File: src/rtl/ahbl_apb_pkg.sv
// Shared types for the AHB-Lite to APB3 bridge: FSM states and AHB bus encodings.
package ahbl_apb_pkg;

    typedef enum logic [2:0] {
        ST_IDLE,
        ST_WDATA,
        ST_SETUP,
        ST_ACCESS,
        ST_ERR1,
        ST_ERR2
    } state_e;

    typedef enum logic [1:0] {
        HTRANS_IDLE   = 2'b00,
        HTRANS_BUSY   = 2'b01,
        HTRANS_NONSEQ = 2'b10,
        HTRANS_SEQ    = 2'b11
    } htrans_e;

    typedef enum logic {
        HRESP_OKAY  = 1'b0,
        HRESP_ERROR = 1'b1
    } hresp_e;

endpackage

File: src/rtl/ahbl_apb_bridge.sv
// AHB-Lite slave that converts one transfer at a time into an APB3 transfer,
// with one-hot PSEL decode, out-of-range slot errors and an optional PREADY timeout.
module ahbl_apb_bridge
    import ahbl_apb_pkg::*;
#(
    parameter int PADDR_WIDTH = 12,
    parameter int NUM_SLOTS   = 16,
    parameter int TIMEOUT     = 255
) (
    input  logic                   HCLK,
    input  logic                   HRESETN,
    input  logic                   HSEL,
    input  logic [31:0]            HADDR,
    input  logic [1:0]             HTRANS,
    input  logic                   HWRITE,
    input  logic [2:0]             HSIZE,
    input  logic [31:0]            HWDATA,
    input  logic                   HREADY,
    output logic                   HREADYOUT,
    output logic                   HRESP,
    output logic [31:0]            HRDATA,
    output logic [NUM_SLOTS-1:0]   PSEL,
    output logic                   PENABLE,
    output logic                   PWRITE,
    output logic [PADDR_WIDTH-1:0] PADDR,
    output logic [31:0]            PWDATA,
    input  logic [31:0]            PRDATA,
    input  logic                   PREADY,
    input  logic                   PSLVERR
);

    localparam logic [4:0]           NUM_SLOTS_W = 5'(NUM_SLOTS);
    localparam logic [16:0]          TIMEOUT_W   = 17'(TIMEOUT);
    localparam logic [NUM_SLOTS-1:0] PSEL_ONE    = NUM_SLOTS'(1);

    state_e                 state;
    logic [PADDR_WIDTH-1:0] addr_q;
    logic [3:0]             slot_q;
    logic                   write_q;
    logic [15:0]            wait_cnt;

    logic accept;
    logic slot_bad;
    logic timed_out;
    logic unused_ok;

    assign accept    = HSEL && HREADY &&
                       ((HTRANS == HTRANS_NONSEQ) || (HTRANS == HTRANS_SEQ));
    assign slot_bad  = ({1'b0, slot_q} >= NUM_SLOTS_W);
    // This cycle would be the TIMEOUT-th ACCESS cycle spent waiting on PREADY.
    assign timed_out = (TIMEOUT != 0) && (({1'b0, wait_cnt} + 17'd1) >= TIMEOUT_W);

    assign unused_ok = ^{HSIZE, HADDR[31:PADDR_WIDTH+4]};

    // NOTE: every output is a register written only here with non-blocking
    // assignments, so each branch sees pre-edge values and no output glitches.
    always_ff @(posedge HCLK or negedge HRESETN) begin
        if (!HRESETN) begin
            state     <= ST_IDLE;
            HREADYOUT <= 1'b1;
            HRESP     <= HRESP_OKAY;
            HRDATA    <= '0;
            PSEL      <= '0;
            PENABLE   <= 1'b0;
            PWRITE    <= 1'b0;
            PADDR     <= '0;
            PWDATA    <= '0;
            addr_q    <= '0;
            slot_q    <= '0;
            write_q   <= 1'b0;
            wait_cnt  <= '0;
        end else begin
            case (state)
                ST_IDLE, ST_ERR2: begin
                    HRESP <= HRESP_OKAY;
                    if (accept) begin
                        addr_q    <= HADDR[PADDR_WIDTH-1:0];
                        slot_q    <= HADDR[PADDR_WIDTH+3 -: 4];
                        write_q   <= HWRITE;
                        HREADYOUT <= 1'b0;
                        state     <= ST_WDATA;
                    end else begin
                        HREADYOUT <= 1'b1;
                        state     <= ST_IDLE;
                    end
                end

                ST_WDATA: begin
                    if (write_q) begin
                        PWDATA <= HWDATA;
                    end
                    if (slot_bad) begin
                        HRESP <= HRESP_ERROR;
                        state <= ST_ERR1;
                    end else begin
                        PSEL     <= PSEL_ONE << slot_q;
                        PENABLE  <= 1'b0;
                        PADDR    <= addr_q;
                        PWRITE   <= write_q;
                        wait_cnt <= '0;
                        state    <= ST_SETUP;
                    end
                end

                ST_SETUP: begin
                    PENABLE <= 1'b1;
                    state   <= ST_ACCESS;
                end

                ST_ACCESS: begin
                    if (PREADY) begin
                        PSEL    <= '0;
                        PENABLE <= 1'b0;
                        if (PSLVERR) begin
                            HRESP <= HRESP_ERROR;
                            state <= ST_ERR1;
                        end else begin
                            if (!write_q) begin
                                HRDATA <= PRDATA;
                            end
                            HREADYOUT <= 1'b1;
                            state     <= ST_IDLE;
                        end
                    end else begin
                        if (wait_cnt != '1) begin
                            wait_cnt <= wait_cnt + 16'd1;
                        end
                        if (timed_out) begin
                            PSEL    <= '0;
                            PENABLE <= 1'b0;
                            HRESP   <= HRESP_ERROR;
                            state   <= ST_ERR1;
                        end
                    end
                end

                // First error cycle stalls; second cycle completes with ERROR.
                ST_ERR1: begin
                    HREADYOUT <= 1'b1;
                    state     <= ST_ERR2;
                end

                default: begin
                    HREADYOUT <= 1'b1;
                    HRESP     <= HRESP_OKAY;
                    state     <= ST_IDLE;
                end
            endcase
        end
    end

endmodule

File: config.mk
export PLATFORM = sky130hd
export DESIGN_NAME = ahbl_apb_bridge
export DESIGN_NICKNAME = d
export VERILOG_FILES = /design/src/rtl/ahbl_apb_pkg.sv /design/src/rtl/ahbl_apb_bridge.sv
export SDC_FILE = /design/constraint.sdc
export NUM_CORES = 1
export LEC_CHECK = 0
export CAP_MARGIN = 5
export CORE_ASPECT_RATIO = 0.75
export CORE_MARGIN = 5
export CORE_UTILIZATION = 47
export CTS_BUF_LIST = sky130_fd_sc_hd__clkbuf_4
export CTS_CLUSTER_SIZE = 25
export DETAILED_ROUTE_END_ITERATION = 8
export PLACE_DENSITY = 0.83
export SYNTH_ARGS = -nofsm -noshare
export SYNTH_HDL_FRONTEND = slang
export SYNTH_SLANG_ARGS = --single-unit
File: constraint.sdc
create_clock -name HCLK -period 3 [get_ports HCLK]
set_input_delay 0.6 -clock HCLK [delete_from_list [all_inputs] [get_ports HCLK]]
set_output_delay 0.6 -clock HCLK [all_outputs]
set_load 0.05 [all_outputs]
**After elaboration in Yosys (flattened, before gate mapping)**

Cells that the tools add are included.
W data, S select, Z words.

- Flip-flop bits (word level): 132
- Bits of input ports: 108
- Output and inout bits: 96
- Logic and storage cells: 74

- Add/sub/neg operators: 2
- Order comparisons: 1
- Equality and inequality tests: 14
- Shift operators: 1
- Multiplexer cells: 22
- Bitwise logic cells: 4
- Reduce and logical (&&, ||, !) cells: 17

Operator list:

| cell | number |
|---|---|
| $mux W16 | 4 |
| $pmux W16 S2 | 2 |
| $add A16 B1 Y17 const B | 1 |
| $ge A17 B8 Y1 const B | 1 |
| $add A16 B1 Y16 const B | 1 |
| $ne A16 B16 Y1 const B | 1 |
| $shl A1 B4 Y16 const A | 1 |
| $pmux W3 S5 | 1 |
| $mux W1 | 9 |
| $mux W3 | 3 |
| $reduce_and A3 Y1 | 3 |
| $ne A2 B2 Y1 const B | 4 |
| $reduce_and A2 Y1 | 4 |
| $eq A3 B2 Y1 const B | 2 |
| $eq A3 B3 Y1 const B | 2 |
| $ne A3 B3 Y1 const B | 2 |
| $pmux W1 S3 | 2 |
| $eq A2 B2 Y1 const B | 2 |
| $not A1 Y1 | 4 |
| $reduce_and A4 Y1 | 1 |
| $reduce_or A2 Y1 | 2 |
| $eq A3 B1 Y1 const B | 1 |
| $logic_not A3 Y1 | 1 |
| $reduce_bool A3 Y1 | 1 |
| other kinds (5) | 6 |

**Longest topological paths before layout**

Gate-level depths: netlist (run 1).

- Word-level depth: 5
- Depth in mapped cells: 11
- Depth with buffers taken out: 8

**Least setup slack after synthesis (run 1)**

OpenSTA, ideal clock, no wires.

- Path type: register to register
- Start: register wait_cnt[1]
- End: register PSEL[10]
- Library setup time: 0.065 ns
- Arrival: 2.305 ns
- Data required time: 2.935 ns
- Slack: 0.630 ns
- Stages on the path, launching flop included: 10
- Path buffers: 2
- Clock period less this slack: 2.370 ns
- Cell sequence: dfrtp_1 -> ha_1 -> nand4_2 -> nor3_1 -> mux2_1 -> nor3_2 -> and4_1 -> buf_6 -> buf_12 -> a21o_1

- Longest elaborated chain between the ends: 4

RTL lines:

| what | line | source |
|---|---|---|
| start, declared | ahbl_apb_bridge.sv:40 | `logic [15:0] wait_cnt;` |
| start signal, assigned | ahbl_apb_bridge.sv:126 | `wait_cnt <= wait_cnt + 16'd1;` |
| $add A16 B1 Y17 | ahbl_apb_bridge.sv:51 | `assign timed_out = (TIMEOUT != 0) && (({1'b0, wait_cnt} + 17'd1) >= TIMEOUT_W);` |
| $ge A17 B8 Y1 | ahbl_apb_bridge.sv:51 |  |
| $ne A3 B3 Y1 (no line) | -- |  |
| $reduce_and A2 Y1 (no line) | -- |  |
| end signal, assigned | ahbl_apb_bridge.sv:96 | `PSEL <= PSEL_ONE << slot_q;` |
| end, declared | ahbl_apb_bridge.sv:22 | `output logic [NUM_SLOTS-1:0] PSEL,` |

Every way passes these cells.
A chain may end at the register's enable or synchronous reset.

**Final worst setup path (run 1)**

- Start: register wait_cnt[0]
- End: register wait_cnt[10]

- Longest elaborated chain between the ends: 4
- Elaborated cells between the ends (all ways): 7
- Those cells by class: add/sub (1); eq/ne (2); mux (3); reduce/logical (1)

RTL lines:

| what | line | source |
|---|---|---|
| $add A16 B1 Y16 | ahbl_apb_bridge.sv:126 |  |
| $mux W16 | ahbl_apb_bridge.sv:125 | `if (wait_cnt != '1) begin` |
| $mux W16 | ahbl_apb_bridge.sv:111 | `if (PREADY) begin` |
| $pmux W16 S2 | ahbl_apb_bridge.sv:73 | `case (state)` |

Parallel ways exist; a longest one is shown, timed or not. The select of a mux whose other input is x is not followed.

==> results of run 1 <==
[area by class of cell]
cell class / count / area (um^2) / area share
Sequential cell: 132 / 3300 / 0.410
Multi-Input combinational cell: 276 / 2280 / 0.283
Timing Repair Buffer: 193 / 1920 / 0.238
Tap cell: 166 / 208 / 0.0258
Clock inverter: 14 / 185 / 0.0230
Clock buffer: 18 / 135 / 0.0168
Inverter: 6 / 22.5 / 0.00280
Antenna cell: 1 / 2.50 / 0.000311
[cell usage in the layout, fill, tap and decap left out, types with 3 or more instances in the layout]
cell type	synthesis	final
a32o_1	4	4
o31ai_1	5	5
buf_4	0	10
nand3_1	9	9
nand4_1	4	4
and3_1	3	3
mux2_2	93	93
o21ai_0	27	27
a22o_1	14	14
nor3_2	3	5
nor2_1	20	20
clkdlybuf4s50_1	0	182
and2_1	3	3
nor2b_1	12	12
a21oi_1	3	3
inv_1	6	6
xnor2_1	3	3
nand2_1	10	10
o41ai_1	3	3
clkinvlp_4	0	4
a31oi_1	3	3
bufinv_16	0	4
clkbuf_4	0	18
dfrtp_1	131	131
nand4b_1	3	3
a21o_1	17	17
nand2b_1	4	4
[stage by stage]
stage                     hold WS, ns  cell area [um^2]   util  setup WS (ns)  power, mW
after CTS                      0.0963              8050  0.664          0.171       9.44
final                           0.127              8060  0.664          0.287       9.33
after global placement          0.460              7730  0.637          0.318       7.94
after floorplan                 0.304              5740      -          0.630       6.35
after global routing            0.126              8060  0.664         0.0493       9.84
after detailed placement        0.478              7730  0.637          0.207       8.09
[worst min-delay path by stage]
stage                 start          to  slack, ns  depth (start not counted)
floorplan           HRESETN   HRDATA[0]       0.30                          0
global placement     PWRITE      PWRITE       0.46                          1
detailed placement   PWRITE      PWRITE       0.48                          1
CTS                 HRESETN  addr_q[10]        0.1                          1
global route        HRESETN  addr_q[10]       0.13                          1
finish              HRESETN   addr_q[4]       0.13                          1
[report_power, final]
group / leakage (nW) / switching, mW / total, mW / internal, mW
clock: 0.160 / 0.647 / 1.31 / 0.665
sequential: 1.65 / 0.506 / 3.03 / 2.52
combinational: 1.66 / 3.08 / 4.99 / 1.91
[flip-flops by register name, summed over array words and instances (netlist names), 3 cells and up]
register	cells
HRDATA	32
PWDATA	32
PSEL	16
wait_cnt	16
PADDR	12
addr_q	12
slot_q	4
state	3
[worst max-delay path, cell delays in order, from the launching register on]
cell	delay (ns)
dfrtp_1	0.52
ha_1	0.39
nand4_2	0.25
nor4_1	0.48
a311o_1	0.25
and2_1	0.44
o21ai_0	0.19
o21ai_0	0.11
[metal layers]
layer / wire length [um] / share of wire / up-vias / global-route usage
met2: 7030 / 0.50 / 152 / 0.321
met3: 1290 / 0.092 / 17 / 0.0902
met4: 202 / 0.014 / 0 / 0.0655
met1: 5460 / 0.39 / 2102 / 0.244
li1: - / - / 1982 / -
met5: 0 / 0 / - / 0
[cells by family (layout without fill, tap and decap cells)]
family | after synthesis | in the layout
compound gates | 85 | 85
flops | 132 | 132
simple gates | 89 | 89
xor+xnor | 4 | 4
other cells | 0 | 1
buf+inv | 32 | 231
mux | 96 | 96
fa+ha+maj | 2 | 2
==> impl_metrics.csv, run 1 <==
group,metric,value,unit
placed_design,dp.cells,773,
yosys,synth.most_common_cell,"dfrtp_1",
yosys,ys_ff_latch,132,
yosys,synth_nets,550,
yosys,yosysTopAreaCellShare,0.571,
yosys,synth_area_leaders,"dfrtp_1, mux2_2, o21ai_0, a21o_1, a22o_1",
global_route,grt_overflow_total,0,
pwr,ir_drop,0.923,mV
yosys,synth_edf_count,0,
sta,worstMarginPinSlew,0.720,ns
finish,finalNonFillerCells,806,
floorplanning,placementRows,35,
yosys,yosysSeqAreaShare,0.576,
sta,finalMaxSlewViolations,0,
setup_path,critPathCapture,"wait_cnt[10]",
sta,finalSetupViolCount,0,
setup_path,regToRegSetupSlack,0.29,ns
clocking,cts_sinks,132,
global_route,grt_max_degree,59,
run,cap_violations,0,
finish,nNetsFinal,736,
clocking,clk_pin_slew,0.11,ns
finish,area_growth,40.5,%
placed_design,place.gp.congestion,0.841,
clocking,postCtsSetupRepairBufs,0,
yosys,yosys_warnings,0,
routing,drc,0,
yosys,synth_top_family_by_area,"multiplexers",
routing,wire_per_inst,17.3,um
global_route,grt_pass1_wl,23000,um
routing,drt_iter0_drc,239,
clocking,cts_tree,"yes",
setup_path,r2r_cells,7,
global_route,grt_usage,0.202,
setup_path,endpoint_kind,"flop",
yosys,synth-compound-area-share,0.106,
hold_path,hold_class,"primary input to asynchronous set/reset pin",
yosys,synth_simple_gate_area_frac,0.0916,
setup_path,cp_max_fo,14,
floorplanning,dieWidth,138,um
finish,fillCellCount,919,
placed_design,portBuffers,183,
yosys,syn_avg_cell_area,13.0,um^2
sta,hold_viol,0,
routing,wirelength,14000,um
setup_path,critPathRequiredTime,3.43,ns
sta,grt_setup_unrepaired,"false",
global_route,grt_pass1_vias,4517,
floorplanning,die_area,0.0145,mm^2
yosys,synth_top_cells_by_count,"dfrtp_1, mux2_2, o21ai_0, nor2_1, a21o_1",
clocking,cts_resized,0,
routing,routed_via_density,5.28,
yosys,synth.mux.area_fraction,0.188,
sta,slew_headroom,0.520,
yosys,syn_inst,440,
clocking,cts_hold_buffers,0,
yosys,synth_xor_area_frac,0.00611,
sta,fin_crit,2.71,ns
floorplanning,boundaryPins,204,
setup_path,startpoint,"wait_cnt[0]",
floorplanning,die_y,106,um
routing,firstDrtPassIters,5,
sta,period_share,0.904,
sta,clock.fmax,0.369,GHz
floorplanning,start_util,0.473,
sta,fin_worst_skew,0.0231,ns
clocking,htree_num_levels,4,
outcome,outcome,"complete, no violations",
setup_path,worstReg2RegStart,"wait_cnt[0]",
global_route,grt_antenna_before_repair,1,
sta,fin_tns_setup,0,ns
routing,route.vias.total,4253,
finish,drive_above_1_share,0.232,
routing,postRouteAntennaNets,0,
placed_design,dp_hpwl,10300,um
setup_path,worst-endpoint-arrival,3.14,ns
pwr,p_leak,3.47,nW
yosys,synth_cell_type_count,50,
pwr,powerDensity,1160,mW/mm^2
yosys,synth_top_cell_by_area,"dfrtp_1",
setup_path,criticalPathCategory,"flop to flop",
clocking,clk_latency,0.52,ns
yosys,syn_area,0.00574,mm^2
yosys,synthArstFlopShare,1.00,
clocking,cts_made_buffers,17,
floorplanning,core-area,0.0121,mm^2
setup_path,startpoint_type,"flop",
setup_path,r2r_end,"wait_cnt[10]",
yosys,ys.flop_type,"dfrtp_1",
clocking,clockRootBuffer,"clkbuf_4",
yosys,synthAdderAreaFrac,0.00436,
clocking,max-clock-path-buffers,2,
(Power assumes the default switching activity.)
==> inputs of run 2 (changes only) <==
--- a/config.mk
+++ b/config.mk
@@ -13,6 +13,8 @@
 export CTS_CLUSTER_SIZE = 25
 export DETAILED_ROUTE_END_ITERATION = 8
 export PLACE_DENSITY = 0.83
+export SETUP_SLACK_MARGIN = 0.3
+export SLEW_MARGIN = 20
 export SYNTH_ARGS = -nofsm -noshare
 export SYNTH_HDL_FRONTEND = slang
 export SYNTH_SLANG_ARGS = --single-unit
==> run 2 against run 1 <==
Compared with the run above: flip-flop and latch count unchanged; sequential power about the same; maximum frequency increased by 9.1%; count of clock-buffer cells in the layout unchanged; via count increased by 0.28%; clock skew decreased by 0.0036 ns; clock power about the same; register-to-register slack improved by 0.25 ns; global-route usage unchanged.
==> impl_metrics.csv, run 2 (synthesized netlist as in run 1, its figures left out) <==
group,metric,value,unit
finish,area_growth,41.1,%
setup_path,critPathMaxStageDelay,0.81,ns
routing,wirelength,14100,um
setup_path,r2r_end,"PSEL[9]",
global_route,grt_usage,0.202,
placed_design,portBuffers,183,
global_route,grt_pass1_vias,4522,
finish,final_area,0.00809,mm^2
hold_path,hold_class,"primary input to asynchronous set/reset pin",
routing,routed_via_density,5.29,
finish,final_cell_mix,"clkdlybuf4s50_1, dfrtp_1, mux2_2",
setup_path,worst-endpoint-arrival,1.89,ns
setup_path,cpMaxStageDelayCell,"clkdlybuf4s50_1",
pwr,p_seq_frac,0.325,
sta,whs,0.128,ns
placed_design,dp.cells,773,
setup_path,criticalPathCategory,"flop to output port",
setup_path,startpoint_type,"flop",
placed_design,dp_slack,0.207,ns
outcome,outcome,"complete, no violations",
clocking,htree_num_levels,4,
pwr,ir_drop,0.924,mV
clocking,clockRootBuffer,"clkbuf_4",
clocking,clk_latency,0.52,ns
sta,grt_setup_unrepaired,"false",
sta,hold_viol,0,
placed_design,dp_hpwl,10300,um
floorplanning,boundaryPins,204,
placed_design,post_dp_cell_area,0.00773,mm^2
pwr,p_comb_frac,0.535,
sta,worstMarginPinSlew,0.720,ns
clocking,cts_hold_buffers,0,
sta,fin_worst_skew,0.0195,ns
sta,slew_headroom,0.520,
setup_path,regToRegSetupSlack,0.54,ns
setup_path,critical_path.top_delay_family,"buffers and inverters",
finish,nNetsFinal,736,
setup_path,r2r_cells,8,
clocking,max-clock-path-buffers,2,
routing,drc,0,
global_route,grt_max_degree,59,
pwr,p_leak,3.51,nW
floorplanning,core-area,0.0121,mm^2
setup_path,cp.depth,1,
setup_path,cp_max_fo,2,
setup_path,endpoint_kind,"output port",
finish,final_util,0.667,
sta,period_share,0.829,
clocking,cts_made_buffers,17,
finish,drive_above_1_share,0.238,
sta,finalMaxSlewViolations,0,
floorplanning,dieWidth,138,um
global_route,grt_pass1_wl,23000,um
finish,reg.largest.list,"HRDATA: 32 flops, PWDATA: 32 flops",
routing,firstDrtPassIters,7,
routing,wire_per_inst,17.5,um
finish,layout_commonest_cell,"clkdlybuf4s50_1",
finish,finalNonFillerCells,806,
routing,drt_iter0_drc,234,
run,cap_violations,0,
global_route,grt_overflow_total,0,
pwr,p_switching,4.24,mW
routing,postRouteAntennaNets,0,
setup_path,critPathRequiredTime,2.40,ns
pwr,fin_total_pwr,9.34,mW
floorplanning,start_util,0.473,
pwr,power.internal,5.10,mW
sta,fin_crit,2.49,ns
setup_path,crit_chain,"clkdlybuf4s50_1",
clocking,cts_tree,"yes",
sta,finalSetupViolCount,0,
sta,clock.fmax,0.402,GHz
placed_design,place.gp.congestion,0.841,
pwr,p_sw_frac,0.454,
setup_path,worstReg2RegStart,"wait_cnt[0]",
clocking,cts_sinks,132,
setup_path,critPathBufInv,1,
pwr,clock_power_share,0.140,
finish,fillCellCount,921,
sta,fin_tns_setup,0,ns
global_route,grt_antenna_before_repair,1,
pwr,powerDensity,1150,mW/mm^2
floorplanning,die_y,106,um
floorplanning,die_area,0.0145,mm^2
routing,route.vias.total,4265,
floorplanning,placementRows,35,
clocking,clk_pin_slew,0.12,ns
sta,postLayoutSetupSlackWorst,0.513,ns
==> run 2: changes by cell type in the layout (fill, tap and decap cells not counted) <==
cell / before / now
dfrtp_1: 131 / 129
dfrtp_2: 0 / 2
ha_1: 2 / 1
ha_2: 0 / 1
nand4_2: 1 / 0
nand4_4: 0 / 1
nor3_2: 5 / 4
nor3_4: 0 / 1
nor4_1: 2 / 1
nor4_4: 0 / 1
==> run 2: worst max-delay path by stage <==
stage / end / start
after floorplan: PSEL[10] / wait_cnt[1]
after global placement: PSEL[13] / wait_cnt[0]
after detailed placement: PSEL[9] / wait_cnt[0]
after CTS: PSEL[9] / wait_cnt[0]
after global routing: PSEL[9] / wait_cnt[0]
final: HREADYOUT / HREADYOUT
==> run 2: what timing repair did <==
action                                  CTS  global route
buffers inserted                          0             0
endpoints found under the setup margin   21            34
resized for setup                         2             6
==> run 2: area by class of cell <==
| cell class | instances | area (um^2) | area share |
|---|---|---|---|
| Tap cell | 166 | 208 | 0.0257 |
| Sequential cell | 132 | 3310 | 0.409 |
| Inverter | 6 | 22.5 | 0.00278 |
| Clock buffer | 18 | 135 | 0.0167 |
| Antenna cell | 1 | 2.50 | 0.000309 |
| Clock inverter | 14 | 185 | 0.0229 |
| Timing Repair Buffer | 193 | 1920 | 0.237 |
| Multi-Input combinational cell | 276 | 2320 | 0.286 |
==> run 2: power groups by stage <==
stage	Clock (mW)	Sequential (mW)	Combinational [mW]
global route	1.45	3.15	5.24
CTS	1.37	3.03	5.05
floorplan	0	5.00	1.35
global placement	0	3.00	4.94
detailed placement	0	3.06	5.03
finish	1.31	3.03	5.00
==> run 2: metal layers <==
metal / wire (um) / vias up / share of wire / GRT usage
met5: 0 / - / 0 / 0
met4: 233 / 0 / 0.017 / 0.0655
met3: 1310 / 25 / 0.093 / 0.0902
met2: 7080 / 162 / 0.50 / 0.321
met1: 5480 / 2097 / 0.39 / 0.245
li1: - / 1981 / - / -
==> inputs of run 3 (changes only) <==
==> constraint.sdc (replaced) <==
create_clock -name HCLK -period 2.5 [get_ports HCLK]
set_input_delay 0.5 -clock HCLK [delete_from_list [all_inputs] [get_ports HCLK]]
set_output_delay 0.5 -clock HCLK [all_outputs]
set_load 0.05 [all_outputs]
==> run 3 against run 2 <==
Compared with the run above: final cell count up 3.6%; clock power rose by 35%; setup slack worse by 0.20 ns; global-route usage fell by 0.10 points; power up 19%; clock skew grew 0.0013 ns; largest power group unchanged.
==> impl_metrics.csv, run 3 (synthesized netlist as in run 1, its figures left out) <==
group,metric,value,unit
sta,period_share,0.876,
setup_path,startpoint_type,"flop",
routing,wirelength,14900,um
pwr,p_leak,3.99,nW
finish,nNetsFinal,767,
global_route,grt_antenna_before_repair,0,
floorplanning,boundaryPins,204,
routing,route.vias.total,4454,
hold_path,hold_class,"flop to flop",
floorplanning,placementRows,35,
setup_path,criticalPathCategory,"flop to flop",
global_route,grt_overflow_total,0,
routing,met3_wirelength,1300,um
finish,drive_above_1_share,0.287,
floorplanning,die_area,0.0145,mm^2
finish,antenna-diode-count,0,
setup_path,critPathMaxStageDelay,0.44,ns
clocking,cts_made_buffers,17,
floorplanning,start_util,0.473,
outcome,outcome,"complete, no violations",
sta,fin_crit,2.19,ns
floorplanning,die_y,106,um
finish,fillCellCount,879,
hold_path,min-delay-start,"PWDATA[20]",
clocking,max-clock-path-buffers,2,
setup_path,worst-endpoint-arrival,2.59,ns
setup_path,cpMaxStageDelayCell,"dfrtp_2",
routing,drt_iter0_drc,199,
global_route,grt_usage,0.201,
routing,wire_per_inst,17.8,um
floorplanning,core-area,0.0121,mm^2
routing,highest_layer,"met4",
clocking,clockRootBuffer,"clkbuf_4",
sta,fin_worst_skew,0.0208,ns
sta,worstMarginPinSlew,0.636,ns
run,cap_violations,0,
finish,final_area,0.00840,mm^2
routing,drc,0,
sta,slew_headroom,0.576,
sta,finalSetupViolCount,0,
sta,hold_viol,0,
setup_path,regToRegSetupSlack,0.31,ns
clocking,cts_sinks,132,
finish,final_cell_mix,"dfrtp_1, dlygate4sd2_1, mux2_2",
finish,area_growth,46.4,%
routing,routed_via_density,5.33,
placed_design,dp_hpwl,10300,um
setup_path,endpoint_kind,"flop",
pwr,powerDensity,1320,mW/mm^2
setup_path,worstReg2RegStart,"wait_cnt[7]",
setup_path,crit_chain,"nand4_1 > buf_4 > nor3_4 > mux2_4 > nor3_2 > nand4b_1 > o22a_1",
routing,postRouteAntennaNets,0,
setup_path,startpoint,"wait_cnt[7]",
setup_path,critPathCapture,"HRESP",
setup_path,cp_max_fo,7,
global_route,grt_pass1_vias,4486,
global_route,grt_pass1_wl,22900,um
finish,layout_commonest_cell,"dfrtp_1",
setup_path,r2r_end,"HRESP",
setup_path,r2r_cells,7,
routing,wl_met1,5800,um
clocking,cts_tree,"yes",
sta,grt_setup_unrepaired,"true",
placed_design,portBuffers,183,
finish,reg.largest.list,"HRDATA: 32 flops, PWDATA: 32 flops",
clocking,clk_latency,0.50,ns
pwr,ir_drop,0.836,mV
routing,met2_length,7490,um
sta,fin_tns_setup,0,ns
sta,clock.fmax,0.457,GHz
setup_path,critPathRequiredTime,2.90,ns
floorplanning,dieWidth,138,um
clocking,clk_pin_slew,0.11,ns
routing,firstDrtPassIters,4,
sta,finalMaxSlewViolations,0,
placed_design,place.gp.congestion,0.862,
clocking,htree_num_levels,4,
global_route,grt_max_degree,50,
placed_design,post_dp_cell_area,0.00782,mm^2
==> run 3: through the flow <==
step | hold slack, ns | power, mW | util | setup WS [ns] | cells
finish | 0.510 | 11.1 | 0.692 | 0.311 | 835
global route | 0.528 | 11.7 | 0.692 | 0.243 | 835
CTS | 0.515 | 11.1 | 0.672 | 0.287 | 816
detailed placement | 0.492 | 9.79 | 0.645 | 0.0817 | 779
global placement | 0.461 | 9.59 | 0.645 | 0.196 | 779
floorplan | 0.204 | 7.63 | - | 0.357 | 440
==> run 3: critical path, delay by kind of cell (launching register included) <==
| family | cells | cell delay (ns) |
|---|---|---|
| mux | 1 | 0.32 |
| simple gates | 4 | 0.85 |
| buf+inv | 1 | 0.20 |
| flops | 1 | 0.44 |
| compound gates | 1 | 0.28 |
==> run 3: area by class of cell <==
| cell class | instances | area [um^2] | area share |
|---|---|---|---|
| clock buffer | 17 | 128 | 0.0152 |
| multi-input combinational | 276 | 2370 | 0.282 |
| timing repair buffer | 224 | 2120 | 0.253 |
| inverter | 6 | 22.5 | 0.00268 |
| tap | 166 | 208 | 0.0247 |
| sequential | 132 | 3310 | 0.395 |
| clock inverter | 14 | 234 | 0.0279 |
==> run 3: per-layer routing <==
layer	global-route usage	up-vias
met3	0.0735	27
met1	0.244	2192
met4	0.0591	0
met5	0	-
met2	0.333	189
li1	-	2046
==> run 3: what timing repair did <==
item                                    CTS  global route
resized for setup                       104            19
pin swaps                                 3             7
buffers inserted                          5            17
endpoints found under the setup margin  132            65
cloned                                    0             2
endpoints found under the hold margin    24             0
hold buffers                              1             0
==> run 3: where the power goes <==
part / switching [mW] / total, mW / internal, mW
logic: 3.79 / 5.75 / 1.96
clock network: 0.784 / 1.77 / 0.987
registers: 0.564 / 3.59 / 3.03
total: 5.13 / 11.1 / 5.98
==> run 3: worst min-delay path by stage <==
stage / depth (start not counted) / to / slack (ns)
after floorplan: 0 / HRDATA[0] / 0.20
after global placement: 1 / PWRITE / 0.46
after detailed placement: 1 / HRDATA[6] / 0.49
after CTS: 1 / PWRITE / 0.51
after global routing: 2 / PWDATA[17] / 0.53
final: 1 / PWDATA[20] / 0.51
